**src/rtl/ddr_rd_pkg.sv**
```systemverilog
// ddr_rd_pkg: mosaic geometry helpers, scheduler FSM encoding and default channel bases
package ddr_rd_pkg;
    localparam int DEF_DQ_WIDTH  = 32;
    localparam int DEF_H_WIDTH   = 1280;
    localparam int DEF_H_HEIGHT  = 720;
    localparam int DEF_BURST_LEN = 8;
    function automatic int half_beats(input int h_width, input int dq_width);
        return h_width / 2 / (dq_width / 2);
    endfunction
    localparam int HB              = half_beats(DEF_H_WIDTH, DEF_DQ_WIDTH);
    localparam int BURSTS_PER_HALF = HB / DEF_BURST_LEN;
    localparam int ROW_BYTES       = DEF_H_WIDTH;
    localparam int HALF_LINES      = DEF_H_HEIGHT / 2;
    typedef enum logic [2:0] {S_IDLE, S_CALC, S_WAIT, S_ISSUE, S_DRAIN} state_t;
    localparam logic [27:0] CH_BASE [4] = '{28'h0000000, 28'h0400000, 28'h0800000, 28'h0C00000};
endpackage

```
**src/rtl/ddr_rd_scheduler_credit.sv**
```systemverilog
// rd_credit_tracker: line-buffer credits and outstanding-burst count gating AR issue
module rd_credit_tracker #(
    parameter int BUF_DEPTH = 64,
    parameter int BURST_LEN = 8,
    parameter int MAX_OUTST = 4
) (
    input  logic clk,
    input  logic rst,
    input  logic i_issue,
    input  logic i_beat_free,
    input  logic i_rvalid,
    input  logic i_rlast,
    output logic o_can_issue,
    output logic o_idle
);
    localparam int CW = $clog2(BUF_DEPTH + 1);
    localparam int OW = $clog2(MAX_OUTST + 1);
    logic [CW-1:0] r_credits;
    logic [OW-1:0] r_outst;
    logic [CW:0]   w_cred;
    logic          w_ret;
    assign w_ret  = i_rvalid && i_rlast;
    assign w_cred = {1'b0, r_credits} + (CW+1)'(i_beat_free) - (i_issue ? (CW+1)'(BURST_LEN) : '0);
    always_ff @(posedge clk) begin
        if (rst) begin
            r_credits <= CW'(BUF_DEPTH);
            r_outst   <= '0;
        end else begin
            r_credits <= w_cred > (CW+1)'(BUF_DEPTH) ? CW'(BUF_DEPTH) : w_cred[CW-1:0];
            r_outst   <= i_issue == w_ret ? r_outst : i_issue ? r_outst + OW'(1) : r_outst - OW'(r_outst != '0);
        end
    end
    assign o_can_issue = r_credits >= CW'(BURST_LEN) && r_outst < OW'(MAX_OUTST);
    assign o_idle      = r_outst == '0;
endmodule

```
**src/rtl/ddr_rd_scheduler.sv**
```systemverilog
// ddr_rd_scheduler: AXI read-burst sequencer fetching four camera channels in 2x2 mosaic order
module ddr_rd_scheduler
    import ddr_rd_pkg::*;
#(
    parameter int                DQ_WIDTH    = DEF_DQ_WIDTH,
    parameter int                H_WIDTH     = DEF_H_WIDTH,
    parameter int                H_HEIGHT    = DEF_H_HEIGHT,
    parameter int                ADDR_W      = 28,
    parameter int                BURST_LEN   = DEF_BURST_LEN,
    parameter int                BUF_DEPTH   = 64,
    parameter int                MAX_OUTST   = 4,
    parameter logic [ADDR_W-1:0] CH0_BASE    = ADDR_W'(CH_BASE[0]),
    parameter logic [ADDR_W-1:0] CH1_BASE    = ADDR_W'(CH_BASE[1]),
    parameter logic [ADDR_W-1:0] CH2_BASE    = ADDR_W'(CH_BASE[2]),
    parameter logic [ADDR_W-1:0] CH3_BASE    = ADDR_W'(CH_BASE[3]),
    parameter logic [ADDR_W-1:0] BANK_STRIDE = ADDR_W'(28'h0100000)
) (
    input  logic              clk,
    input  logic              rst,
    input  logic              frame_start,
    input  logic [7:0]        ch_rd_bank,
    input  logic              buf_beat_free,
    output logic [ADDR_W-1:0] axi_araddr,
    output logic [7:0]        axi_arlen,
    output logic              axi_arvalid,
    input  logic              axi_arready,
    input  logic              axi_rvalid,
    input  logic              axi_rlast,
    output logic [1:0]        channel_sel,
    output logic              busy,
    output logic              frame_done,
    output logic              frame_overrun
);
    localparam int BPH = half_beats(H_WIDTH, DQ_WIDTH) / BURST_LEN;
    localparam int HALF = H_HEIGHT / 2;
    localparam int KW = $clog2(BPH + 1);
    localparam int RW = $clog2(H_HEIGHT + 1);
    localparam logic [ADDR_W-1:0] BASES [4] = '{CH0_BASE, CH1_BASE, CH2_BASE, CH3_BASE};
    localparam logic [ADDR_W-1:0] L_ROW_BYTES = ADDR_W'(H_WIDTH);
    localparam logic [ADDR_W-1:0] BURST_BYTES = ADDR_W'(BURST_LEN * DQ_WIDTH);
    state_t            r_state;
    logic [7:0]        r_bank;
    logic [KW-1:0]     r_k;
    logic              r_side;
    logic [RW-1:0]     r_row;
    logic [ADDR_W-1:0] r_addr;
    logic [1:0]        r_ch;
    logic              r_arvalid;
    logic              r_busy;
    logic              r_done;
    logic              r_overrun;
    logic              w_lower;
    logic [1:0]        w_ch;
    logic [RW-1:0]     w_qrow;
    logic [1:0]        w_bank;
    logic [ADDR_W-1:0] w_addr;
    logic              w_k_wrap;
    logic              w_last;
    logic              w_hs;
    logic              w_can_issue;
    logic              w_idle;
    assign w_lower  = r_row >= RW'(HALF);
    assign w_ch     = {w_lower, r_side};
    assign w_qrow   = w_lower ? r_row - RW'(HALF) : r_row;
    assign w_bank   = r_bank[{w_ch, 1'b0} +: 2];
    assign w_addr   = BASES[w_ch] + ADDR_W'(w_bank) * BANK_STRIDE + ADDR_W'(w_qrow) * L_ROW_BYTES + ADDR_W'(r_k) * BURST_BYTES;
    assign w_k_wrap = r_k == KW'(BPH - 1);
    assign w_last   = w_k_wrap && r_side && r_row == RW'(H_HEIGHT - 1);
    assign w_hs     = r_arvalid && axi_arready;
    rd_credit_tracker #(
        .BUF_DEPTH(BUF_DEPTH),
        .BURST_LEN(BURST_LEN),
        .MAX_OUTST(MAX_OUTST)
    ) u_credit (
        .clk        (clk),
        .rst        (rst),
        .i_issue    (w_hs),
        .i_beat_free(buf_beat_free),
        .i_rvalid   (axi_rvalid),
        .i_rlast    (axi_rlast),
        .o_can_issue(w_can_issue),
        .o_idle     (w_idle)
    );
    always_ff @(posedge clk) begin
        if (rst) begin
            r_state   <= S_IDLE;
            r_bank    <= '0;
            r_k       <= '0;
            r_side    <= 1'b0;
            r_row     <= '0;
            r_addr    <= '0;
            r_ch      <= '0;
            r_arvalid <= 1'b0;
            r_busy    <= 1'b0;
            r_done    <= 1'b0;
            r_overrun <= 1'b0;
        end else begin
            r_done <= 1'b0;
            if (frame_start && r_state != S_IDLE) r_overrun <= 1'b1;
            case (r_state)
                S_IDLE: if (frame_start) begin
                    r_bank  <= ch_rd_bank;
                    r_k     <= '0;
                    r_side  <= 1'b0;
                    r_row   <= '0;
                    r_busy  <= 1'b1;
                    r_state <= S_CALC;
                end
                S_CALC: begin
                    r_addr  <= w_addr;
                    r_ch    <= w_ch;
                    r_state <= S_WAIT;
                end
                S_WAIT: if (w_can_issue) begin
                    r_arvalid <= 1'b1;
                    r_state   <= S_ISSUE;
                end
                S_ISSUE: if (axi_arready) begin
                    r_arvalid <= 1'b0;
                    r_k       <= w_k_wrap ? '0 : r_k + KW'(1);
                    r_side    <= r_side ^ w_k_wrap;
                    r_row     <= r_row + RW'(w_k_wrap && r_side);
                    r_state   <= w_last ? S_DRAIN : S_CALC;
                end
                S_DRAIN: if (w_idle) begin
                    r_done  <= 1'b1;
                    r_busy  <= 1'b0;
                    r_state <= S_IDLE;
                end
                default: r_state <= S_IDLE;
            endcase
        end
    end
    assign axi_araddr    = r_addr;
    assign axi_arlen     = 8'(BURST_LEN - 1);
    assign axi_arvalid   = r_arvalid;
    assign channel_sel   = r_ch;
    assign busy          = r_busy;
    assign frame_done    = r_done;
    assign frame_overrun = r_overrun;
endmodule

```
**config.mk**
```make
export PLATFORM = sky130hd
export DESIGN_NAME = ddr_rd_scheduler
export DESIGN_NICKNAME = d
export VERILOG_FILES = /design/src/rtl/ddr_rd_pkg.sv /design/src/rtl/ddr_rd_scheduler_credit.sv /design/src/rtl/ddr_rd_scheduler.sv
export SDC_FILE = /design/constraint.sdc
export NUM_CORES = 1
export LEC_CHECK = 0
export BUFFER_PORTS_ARGS = -buffer_cell sky130_fd_sc_hd__clkbuf_2
export CORE_UTILIZATION = 30
export DETAILED_ROUTE_END_ITERATION = 7
export PLACE_DENSITY = 0.49
export SYNTH_ARGS = -nofsm -noshare
export SYNTH_HDL_FRONTEND = slang
export SYNTH_SLANG_ARGS = --single-unit
export TNS_END_PERCENT = 100
```
**constraint.sdc**
```tcl
create_clock -name clk -period 10.4 [get_ports clk]
set_input_delay 0.52 -clock clk [delete_from_list [all_inputs] [get_ports clk]]
set_output_delay 0.52 -clock clk [all_outputs]
set_load 0.005 [all_outputs]
```
==> run metrics, run 1 <==
status completed; dpl hpwl just over 7 mm; mean post-synth cell area between 8 and 9 um^2; Hold Path End r_bank[1]; Worst Path Required 10.62 ns; Critical R2R Launch r_row[3]; max incr delay on CP between 0.5 and 0.6 ns; Worst Path Arrival between 4 and 5 ns; Place WS 5.944 ns; maximum buffer depth of the clock tree 2; R2R depth 15; Hold Path Origin ch_rd_bank[1]; worst vdd ir 56.59 uV; Post-CTS Resized 0; Synth Cell Area 4123 um^2; CP max stage cell or4_4; Layout Utilization a little over a third; routability cong. between 0.7 and 0.8; Total GRT Usage between 10 and 15%; Final setup viols 0; Hold WC Path Type in2reg; Pre-Repair DR Iteration Count 4; CTS tree done; Setup WS post-layout 5.910 ns; htree depth 3; simple-gate portion of the synthesized area about 22%; Mapped Cells 513; Max Cap Viol 0; Die Y around 120 um; clk_skew 0.006052 ns; EDFF count, synth 0; drt total wl roughly 9.6 mm; RSZ-0062 raised after global routing false; multiplexer area fraction after synthesis between 1.5 and 2%; crit start category register; vias in the first global route about 3,400; Leakage 1.961 nW; reg2reg end axi_araddr[21]; compound-cell area share of the yosys netlist between 15 and 20%; Synth cell types between 60 and 70; Tcrit/Tclk final between 40% and 50%; total setup buffers inserted after CTS 0; initial antenna violation count 0; Max FO, Critical Path 8; measured slew at the worst slew-check pin approximately 0.75 ns; largest family of logic cells by synthesized area simple AND/OR/NAND/NOR gates; Fin Setup TNS 0 ns; cell chain of the critical path o211a_4 > o21a_1 > nor2_2 > nor2_1 > xnor2_1 > inv_1 > ha_1 > ha_1 > or2_2 > o211ai_1 > a221oi_1 > or4_4 > a2111oi_4 > a21oi_1 > a211o_1; drt drc 0; Buf/Inv on CP 1; crit path kind reg2reg; Post-synth top flop dfxtp_1; f_max 222.7 MHz; max-slew violations 0; clk_lat worst skew roughly 0.33 ns; Slew Limit Headroom 49.62%; Min-Delay Path Depth 3; sequential share of the synthesized area 28.16%; CP most frequent cell ha_1; remaining antenna violation count 0; Routed wire per std cell roughly 13 um; IO Count 57; P per Cell Area ~160 nW/um^2; Via density slightly below 5; post-synthesis adder-cell area fraction a little over an eighth; critical path capture point type register; min Tclk post-route about 4.5 ns; yosys warns 0; vias after detailed routing around 3,500; site row count 42; CTS clk-pin slew, worst paths approximately 0.05 ns; r2r setup slk between 5 and 6 ns; hold buffers post-CTS 0; global-route wire length before repair roughly 17 mm; largest net degree at the start of global routing 49; n_diodes 0; final hold vios 0; commonest non-fill, non-tap cell in the layout nand2_1; IO Port Bufs 37; XOR/XNOR Fraction of Synth Area under 10%; initial DRC count roughly 130; share of cells above drive strength 1 between 10% and 20%; area grow syn2layout 13.90%; CTS buffer count 9; most frequent cells in the layout 71 x nand2_1, 58 x dfxtp_1, 48 x nor2_1; fin nets between 500 and 600; Root Buffer clkbuf_16; Async S/R FF share, synth 0%; Starting Density a little under a third; total grt overflow 0; die width ~120 um; cell family with most CP delay compound AO/OA/AOI/OAI gates; CORE AREA around 13,000 um^2; #FFs+latches synth 58; die area ~14,000 um^2; # clock sinks 58
==> worst reg2reg max path, cell delays in order, from the launching register on <==
cell and delay [ns]:
dfxtp_1 0.40, o211a_4 0.31, o21a_1 0.20, nor2_2 0.33, nor2_1 0.12, xnor2_1 0.28
inv_1 0.08, ha_1 0.28, ha_1 0.35, or2_2 0.32, o211ai_1 0.17, a221oi_1 0.16
or4_4 0.55, a2111oi_4 0.42, a21oi_1 0.13, a211o_1 0.27
==> cell families after synthesis <==
family / count (synthesis)
mux: 5
compound gates: 106
other cells: 2
fa+ha+maj: 42
simple gates: 194
buf+inv: 72
xor+xnor: 34
flops: 58
==> metal layers <==
layer / wire [um] / vias to the layer above / global-route usage [%]
met3: 242 / 10 / 2.251
met5: 0 / - / 0
met4: 137 / 0 / 6.804
met2: 4597 / 68 / 23.95
met1: 4578 / 1599 / 18.54
li1: - / 1796 / -
==> per-stage QoR <==
step,power (mW),instances,instance area [um^2],hold WS [ns]
after floorplan,0.3939,530,4187,0.4331
after global placement,0.4320,703,4365,0.4417
after detailed placement,0.4349,703,4365,0.4470
after CTS,0.7707,719,4696,0.4082
after global routing,0.8067,719,4696,0.4320
final,0.7609,719,4696,0.4170
==> layout make-up <==
| cell class | instances | area (um^2) |
|---|---|---|
| Multi-Input combinational cell | 400 | 2668 |
| Clock buffer | 12 | 256.5 |
| Inverter | 29 | 108.9 |
| Fill cell | 1417 | 8652 |
| Clock inverter | 4 | 73.82 |
| Timing Repair Buffer | 40 | 207.7 |
| Tap cell | 176 | 220.2 |
| Sequential cell | 58 | 1161 |
==> registers in the layout (all words and copies together) (netlist names), 2 cells and up <==
register and cells:
u_credit.r_outst 3, r_row 10, r_bank 8, r_state 3
r_k 3, u_credit.r_credits 7, channel_sel 2, axi_araddr 17
==> synth_stat cells, drive strengths merged (2+ instances only) <==
library cell | n | area, um^2
o211a | 2 | 27.53
fa | 3 | 60.06
a22oi | 2 | 15.01
xnor2 | 21 | 183.9
mux4 | 2 | 45.04
o21bai | 3 | 22.52
xor2 | 13 | 113.9
buf | 26 | 190.2
nand2 | 71 | 266.5
clkbuf | 17 | 63.81
nand4 | 3 | 18.77
ha | 39 | 488.0
a21oi | 41 | 205.2
a211o | 3 | 26.28
nand4b | 2 | 17.52
a221oi | 2 | 17.52
o21ai | 13 | 72.57
a21o | 5 | 37.54
and2 | 2 | 12.51
dfxtp | 58 | 1161
conb | 2 | 7.510
mux2i | 3 | 30.03
nand2b | 4 | 25.02
o211ai | 5 | 37.54
a211oi | 15 | 112.6
inv | 29 | 108.9
nor4b | 2 | 17.52
and3 | 6 | 37.54
a2111oi | 3 | 82.58
a311oi | 2 | 17.52
nand3 | 11 | 55.05
or3 | 9 | 57.56
a31oi | 2 | 12.51
nor2 | 49 | 186.4
o21a | 2 | 15.01
nor2b | 4 | 25.02
o31ai | 2 | 15.01
or2 | 4 | 25.03
nor4 | 3 | 18.77
nor3 | 16 | 85.08
==> report_power, final <==
group	switching, mW	total (mW)	internal, mW
Combinational	0.0992	0.169	0.0701
Sequential	0.0174	0.260	0.243
Clock	0.109	0.332	0.223
Total	0.225	0.761	0.535
==> worst max-delay path by stage <==
stage                   from              to  slack (ns)  depth (start not counted)
global route        r_row[3]  axi_araddr[22]        5.58                         15
detailed placement  r_row[3]  axi_araddr[21]        5.94                         15
CTS                 r_row[3]  axi_araddr[21]        5.90                         15
finish              r_row[3]  axi_araddr[21]        5.91                         15
global placement    r_row[3]  axi_araddr[21]        6.06                         15
floorplan           r_row[3]  axi_araddr[21]        6.29                         16
Power figures use the tool's default switching activity.
==> run 2: changes to the inputs <==
Settings changed: ABC_AREA set to 1.
Clock period 10.4 ns to 4.5 ns, I/O delays scaled along.
==> run metrics, run 2 <==
commonest non-fill, non-tap cell in the layout nand2_1 (unchanged); Synth top cells by count 97 x nand2_1, 88 x inv_1, 58 x dfxtp_1 (was 71 x nand2_1, 58 x dfxtp_1, 48 x nor2_1); vias after detailed routing 3,537 (was 3,473); share of cells above drive strength 1 14.64% (was 13.63%); crit start category register (unchanged); Die Y 118.6 um (was 119.2 um); Pre-Repair DR Iteration Count 4 (unchanged); vias in the first global route 3,387 (was 3,409); Post-synth top flop dfxtp_1 (unchanged); die area 14,070 um^2 (was 14,210 um^2); top-count cell post-synth nand2_1 (unchanged); total grt overflow 0 (unchanged); ranking of synthesized cells by area dfxtp_1 28%, ha_1 12%, nand2_1 8.9%, inv_1 8.1%, a21oi_1 5.4% (was dfxtp_1 28%, ha_1 12%, nand2_1 6.5%, a21oi_1 5.0%, xnor2_1 4.5%); Slew Limit Headroom 47.74% (was 49.62%); Mapped Cells 572 (was 513); hold buffers post-CTS 0 (unchanged); Worst Path Arrival 4.01 ns (was 4.71 ns); drt total wl 9.188 mm (was 9.557 mm); fin nets 663 (was 595); total setup buffers inserted after CTS 0 (unchanged); Worst Path Required 4.77 ns (was 10.62 ns); Final setup viols 0 (unchanged); Layout Utilization 34.81% (was 35.18%); n_diodes 0 (unchanged); worst vdd ir 239.5 uV (was 56.59 uV); mean post-synth cell area 7.131 um^2 (was 8.036 um^2); Root Buffer clkbuf_16 (unchanged); Synth cell types 41 (was 61); CTS tree done (unchanged); post-layout instance area 4609 um^2 (was 4696 um^2); Post-CTS Resized 0 (unchanged); most frequent cells in the layout 97 x nand2_1, 88 x inv_1, 58 x dfxtp_1 (was 71 x nand2_1, 58 x dfxtp_1, 48 x nor2_1); Clock Power Share 28.0% (was 43.6%); maximum buffer depth of the clock tree 2 (unchanged); global-route wire length before repair 15.47 mm (was 16.52 mm); Psw 0.8434 mW (was 0.2254 mW); clk_lat worst skew 0.33 ns (about the same); top cell type by total area after synthesis dfxtp_1 (unchanged); P per Cell Area 475.8 nW/um^2 (was 162.0 nW/um^2); P_int 1.350 mW (was 0.5355 mW); measured slew at the worst slew-check pin 0.7830 ns (was 0.7494 ns); largest net degree at the start of global routing 26 (was 49); IO Count 57 (unchanged); crit path kind reg2reg (unchanged); Place WS 0.7462 ns (was 5.944 ns); Via density 4.511 (was 4.830); drt drc 0 (unchanged); die width 118.6 um (was 119.2 um); #FFs+latches synth 58 (unchanged); Fin Setup TNS 0 ns (unchanged); critical path capture point type register (unchanged); yosys warns 0 (unchanged); final hold vios 0 (unchanged); Flop pwr share 33.7% (was 34.2%); RSZ-0062 raised after global routing false (unchanged); Sw Share 38.45% (was 29.63%); f_max 267.3 MHz (was 222.7 MHz); dpl hpwl 7.333 mm (was 7.163 mm); Placed Instance Area 4349 um^2 (was 4365 um^2); # clock sinks 58 (unchanged); Total GRT Usage 13.87% (was 14.54%); Routed wire per std cell 11.72 um (was 13.29 um); area grow syn2layout 13.01% (was 13.90%); CORE AREA 13,240 um^2 (was 13,350 um^2); Leakage 2.264 nW (was 1.961 nW); Comb pwr share 38.3% (was 22.2%); Synth Cell Area 4079 um^2 (was 4123 um^2); share of the synthesized area in the top cell type 28.47% (was 28.16%); Hold WC Path Type in2reg (unchanged); Setup WS post-layout 0.7595 ns (was 5.910 ns); status completed (unchanged); remaining antenna violation count 0 (unchanged); sequential share of the synthesized area 28.47% (was 28.16%); htree depth 3 (unchanged); site row count 42 (unchanged); initial antenna violation count 0 (unchanged); non-filler instance count after layout 784 (was 719); max-slew violations 0 (unchanged); dpl cells 771 (was 703); routability cong. 0.8357 (was 0.7720); Max FO, Critical Path 14 (was 8); CTS buffer count 9 (unchanged); IO Port Bufs 37 (unchanged); Max Cap Viol 0 (unchanged); max reg flops 17 (unchanged); min Tclk post-route 3.741 ns (was 4.490 ns); Async S/R FF share, synth 0% (unchanged); initial DRC count 125 (was 134); EDFF count, synth 0 (unchanged); clk_skew 0.003623 ns (was 0.006052 ns); CTS clk-pin slew, worst paths 0.05 ns (about the same); Starting Density 30.80% (was 30.89%); Tcrit/Tclk final 83.12% (was 43.17%)
## run 2: cell types whose count changed after synthesis, moves of 7 or more
cell and change:
o21ai_0 +23, nor3_1 -10, nand3_2 +7, xnor2_1 -19
nand2_2 +12, or3_1 -8, nand2_1 +26, clkbuf_1 -10
a211oi_1 -8, inv_1 +61, nand3_1 +15
## run 2: cells by family (layout without fill, tap and decap cells)
kind of cell	Yosys count	after routing	synth area share, %
simple gates	223	223	26.35
xor+xnor	21	21	4.509
other cells	2	19	0.1841
fa+ha+maj	42	42	13.44
compound gates	100	100	13.44
buf+inv	126	145	13.62
flops	58	58	28.47
## run 2: worst max-delay path, cell delays in order, from the launching register on
cell and delay [ns]:
dfxtp_1 0.45, inv_2 0.09, nor2_2 0.11, nand3_1 0.10
nand2_2 0.24, nand2_1 0.10, xor2_1 0.14, inv_1 0.09
ha_1 0.28, ha_1 0.39, a21oi_1 0.24, nand2_1 0.11
nand3_1 0.08, nand2_1 0.08, nand3_2 0.11, a21oi_1 0.09
ha_1 0.35, inv_1 0.05, nor2_1 0.09, nand4_1 0.10
nand2_1 0.09, nand2_1 0.07, nand2_1 0.09, nand2_1 0.04
nor2_1 0.10
## run 2: final cells by class
class | instances | area, um^2
fill | 1428 | 8633
multi-input combinational | 405 | 2426
sequential | 58 | 1161
inverter | 95 | 356.6
clock buffer | 13 | 260.3
tap | 176 | 220.2
timing repair buffer | 37 | 185.2
## run 2: power by group through the flow
| stage | Sequential [mW] | Combinational (mW) | Clock [mW] |
|---|---|---|---|
| after CTS | 0.743 | 0.857 | 0.627 |
| after floorplan | 0.731 | 0.628 | 0 |
| after global placement | 0.749 | 0.839 | 0 |
| after detailed placement | 0.752 | 0.851 | 0 |
| final | 0.740 | 0.839 | 0.614 |
| after global routing | 0.758 | 0.969 | 0.651 |
## run 2: through the flow
stage | total power [mW] | hold slack (ns)
6_report | 2.193 | 0.1446
5_1_grt | 2.378 | 0.1669
4_1_cts | 2.228 | 0.1439
3_5_place_dp | 1.604 | 0.4467
3_3_place_gp | 1.588 | 0.4476
2_1_floorplan | 1.359 | 0.3686
## run 2: path summary, 6_finish.rpt
| kind | startpoint | to | slack, ns | cells after the start |
|---|---|---|---|---|
| min | ch_rd_bank[1] | r_bank[1] | 0.14 | 3 |
| max | r_row[6] | axi_araddr[22] | 0.76 | 24 |
| min reg2reg | r_bank[6] | r_bank[6] | 0.45 | 2 |
| max reg2reg | r_row[6] | axi_araddr[22] | 0.76 | 24 |
## run 2: metal layers
metal  vias to the layer above  track usage [%]  share of wire (%)
met3                        13            2.365                2.4
met1                      1619            16.15                 47
li1                       1866                -                  -
met4                         0            7.199                2.3
met2                        39            24.23                 48
met5                         -                0                  0
==> run 3: changes to the inputs <==
Settings changed: PLACE_DENSITY 0.49 to 0.51.
Clock period 4.5 ns to 3.25 ns, I/O delays scaled along.
==> run metrics, run 3 (synthesis gave the netlist of run 2 again) <==
cell chain of the critical path a21oi_4 > nand2_8 > xor2_4 > ha_4 > ha_4 > inv_2 > fa_2 > xnor2_2 > buf_4 > inv_2 > nor3_4 > nand3_2 > nor2_4 > nand3_4 > nor2_4 > nand3_2 > nand2_2 > nand2_2 > nand2_2 > nor2_2 > nor2_1 (was inv_2 > nor2_2 > nand3_1 > nand2_2 > nand2_1 > xor2_1 > inv_1 > ha_1 > ha_1 > a21oi_1 > nand2_1 > nand3_1 > nand2_1 > nand3_2 > a21oi_1 > ha_1 > inv_1 > nor2_1 > nand4_1 > nand2_1 > nand2_1 > nand2_1 > nand2_1 > nor2_1); Final setup viols 0 (unchanged); n_diodes 0 (unchanged); die area 14,070 um^2 (unchanged); area occupied by multi-input gates 2798 um^2 (was 2426 um^2); # clock sinks 58 (unchanged); Max FO, Critical Path 8 (was 14); total power 3.168 mW (was 2.193 mW); Die Y 118.6 um (unchanged); remaining antenna violation count 0 (unchanged); f_max 309.2 MHz (was 267.3 MHz); Via density 4.481 (was 4.511); drt drc 0 (unchanged); area grow syn2layout 36.07% (was 13.01%); measured slew at the worst slew-check pin 0.6859 ns (was 0.7830 ns); clk_lat worst skew 0.33 ns (about the same); CP most frequent cell nand2_2 (was nand2_1); vias in the first global route 3,584 (was 3,387); dpl hpwl 7.425 mm (was 7.333 mm); CTS clk-pin slew, worst paths 0.06 ns (was 0.05 ns); P_int 1.958 mW (was 1.350 mW); site row count 42 (unchanged); maximum buffer depth of the clock tree 2 (unchanged); WP depth 21 (was 24); Leakage 2.675 nW (was 2.264 nW); most frequent cells in the layout 83 x nand2_1, 74 x inv_1, 63 x buf_4 (was 97 x nand2_1, 88 x inv_1, 58 x dfxtp_1); CORE AREA 13,240 um^2 (unchanged); hold buffers post-CTS 0 (unchanged); min Tclk post-route 3.234 ns (was 3.741 ns); share of cells above drive strength 1 33.58% (was 14.64%); htree depth 3 (unchanged); clk_skew 0.006577 ns (was 0.003623 ns); Clock Power Share 30.3% (was 28.0%); P per Cell Area 570.8 nW/um^2 (was 475.8 nW/um^2); IO Port Bufs 37 (unchanged); global-route wire length before repair 16.16 mm (was 15.47 mm); CP max stage cell dfxtp_4 (was dfxtp_1); Min-Delay Path Depth 3 (unchanged); max-slew violations 0 (unchanged); critical path capture point type register (unchanged); status completed (unchanged); max reg flops 17 (unchanged); Placed Instance Area 4705 um^2 (was 4349 um^2); Buf/Inv on CP 3 (unchanged); crit path kind reg2reg (unchanged); fin nets 728 (was 663); worst vdd ir 418.0 uV (was 239.5 uV); Max Cap Viol 0 (unchanged); Tcrit/Tclk final 99.52% (was 83.12%); final hold vios 0 (unchanged); Worst Path Required 3.51 ns (was 4.77 ns); routability cong. 0.8121 (was 0.8357); cell family with most CP delay simple AND/OR/NAND/NOR gates (unchanged); IO Count 57 (unchanged); die width 118.6 um (unchanged); Pre-Repair DR Iteration Count 4 (unchanged); register area 1181 um^2 (was 1161 um^2); largest net degree at the start of global routing 26 (unchanged); Hold WC Path Type in2reg (unchanged); commonest non-fill, non-tap cell in the layout nand2_1 (unchanged); Total GRT Usage 14.26% (was 13.87%); post-layout instance area 5550 um^2 (was 4609 um^2); total grt overflow 0 (unchanged); crit start category register (unchanged); initial DRC count 129 (was 125); CTS buffer count 9 (unchanged); Root Buffer clkbuf_16 (unchanged); Comb pwr share 37.4% (was 38.3%); Psw 1.210 mW (was 0.8434 mW); Fin Setup TNS 0 ns (unchanged); max incr delay on CP 0.36 ns (was 0.45 ns); Filler cells 1,369 (was 1,428); R2R depth 21 (was 24); initial antenna violation count 0 (unchanged); vias after detailed routing 3,818 (was 3,537); Slew Limit Headroom 54.22% (was 47.74%); Starting Density 30.80% (unchanged); CTS tree done (unchanged); Routed wire per std cell 11.62 um (was 11.72 um); Sw Share 38.19% (was 38.45%); Flop pwr share 32.3% (was 33.7%); Worst Path Arrival 3.50 ns (was 4.01 ns); drt total wl 9.901 mm (was 9.188 mm); RSZ-0062 raised after global routing true (was false)
-- run 3: cell count changes in the layout (fill, tap and decap cells not counted), moves of 6 or more --
cell / delta
nand2_2: +9
buf_4: +63
ha_1: -12
inv_2: +14
nand2_1: -14
ha_4: +11
dfxtp_1: -6
inv_1: -14
nand3_1: -7
-- run 3: final cells by class --
cell class | count | area share (%)
clock buffer | 10 | 4.306
clock inverter | 6 | 1.195
inverter | 95 | 6.425
multi-input combinational | 405 | 50.41
sequential | 58 | 21.28
tap | 176 | 3.968
timing repair buffer | 102 | 12.42
-- run 3: worst min-delay path, stage by stage --
cell and delay (ns):
clkbuf_2 0.08, nand3_1 0.07, a21oi_1 0.06
-- run 3: path summary, 6_finish.rpt --
kind,from,to,slack (ns)
min reg2reg,r_bank[7],r_bank[7],0.46
min,ch_rd_bank[0],r_bank[0],0.09
max,r_row[8],axi_araddr[21],0.02
max reg2reg,r_row[8],axi_araddr[21],0.02
-- run 3: power by group through the flow --
stage / Sequential [mW] / Combinational, mW / Clock, mW
floorplan: 1.01 / 0.869 / 0
CTS: 1.03 / 1.19 / 0.983
detailed placement: 1.04 / 1.17 / 0
global placement: 1.03 / 1.16 / 0
finish: 1.02 / 1.18 / 0.960
global route: 1.05 / 1.38 / 1.02
-- run 3: timing repair --
item	CTS	global route
setup endpoints to repair	7	9
hold endpoints to repair	0	0
setup buffers	13	8
pin swaps	19	47
resized for setup	28	61
-- run 3: through the flow --
step                      cells  hold slack (ns)  setup slack (ns)  utilization (%)
final                       852          0.08546           0.01555            41.91
after floorplan             589           0.3061           0.01038                -
after CTS                   844          0.07350          -0.03908            39.37
after detailed placement    816           0.4281           -0.2127            35.53
after global routing        852          0.08260           -0.1545            41.91
after global placement      816           0.4194           -0.1001            35.53
-- run 3: per-layer routing --
layer	global-route usage [%]	part of all wire, %
met5	0	0
met4	4.905	1.3
met3	2.751	2.5
met2	25.29	50
met1	17.05	46
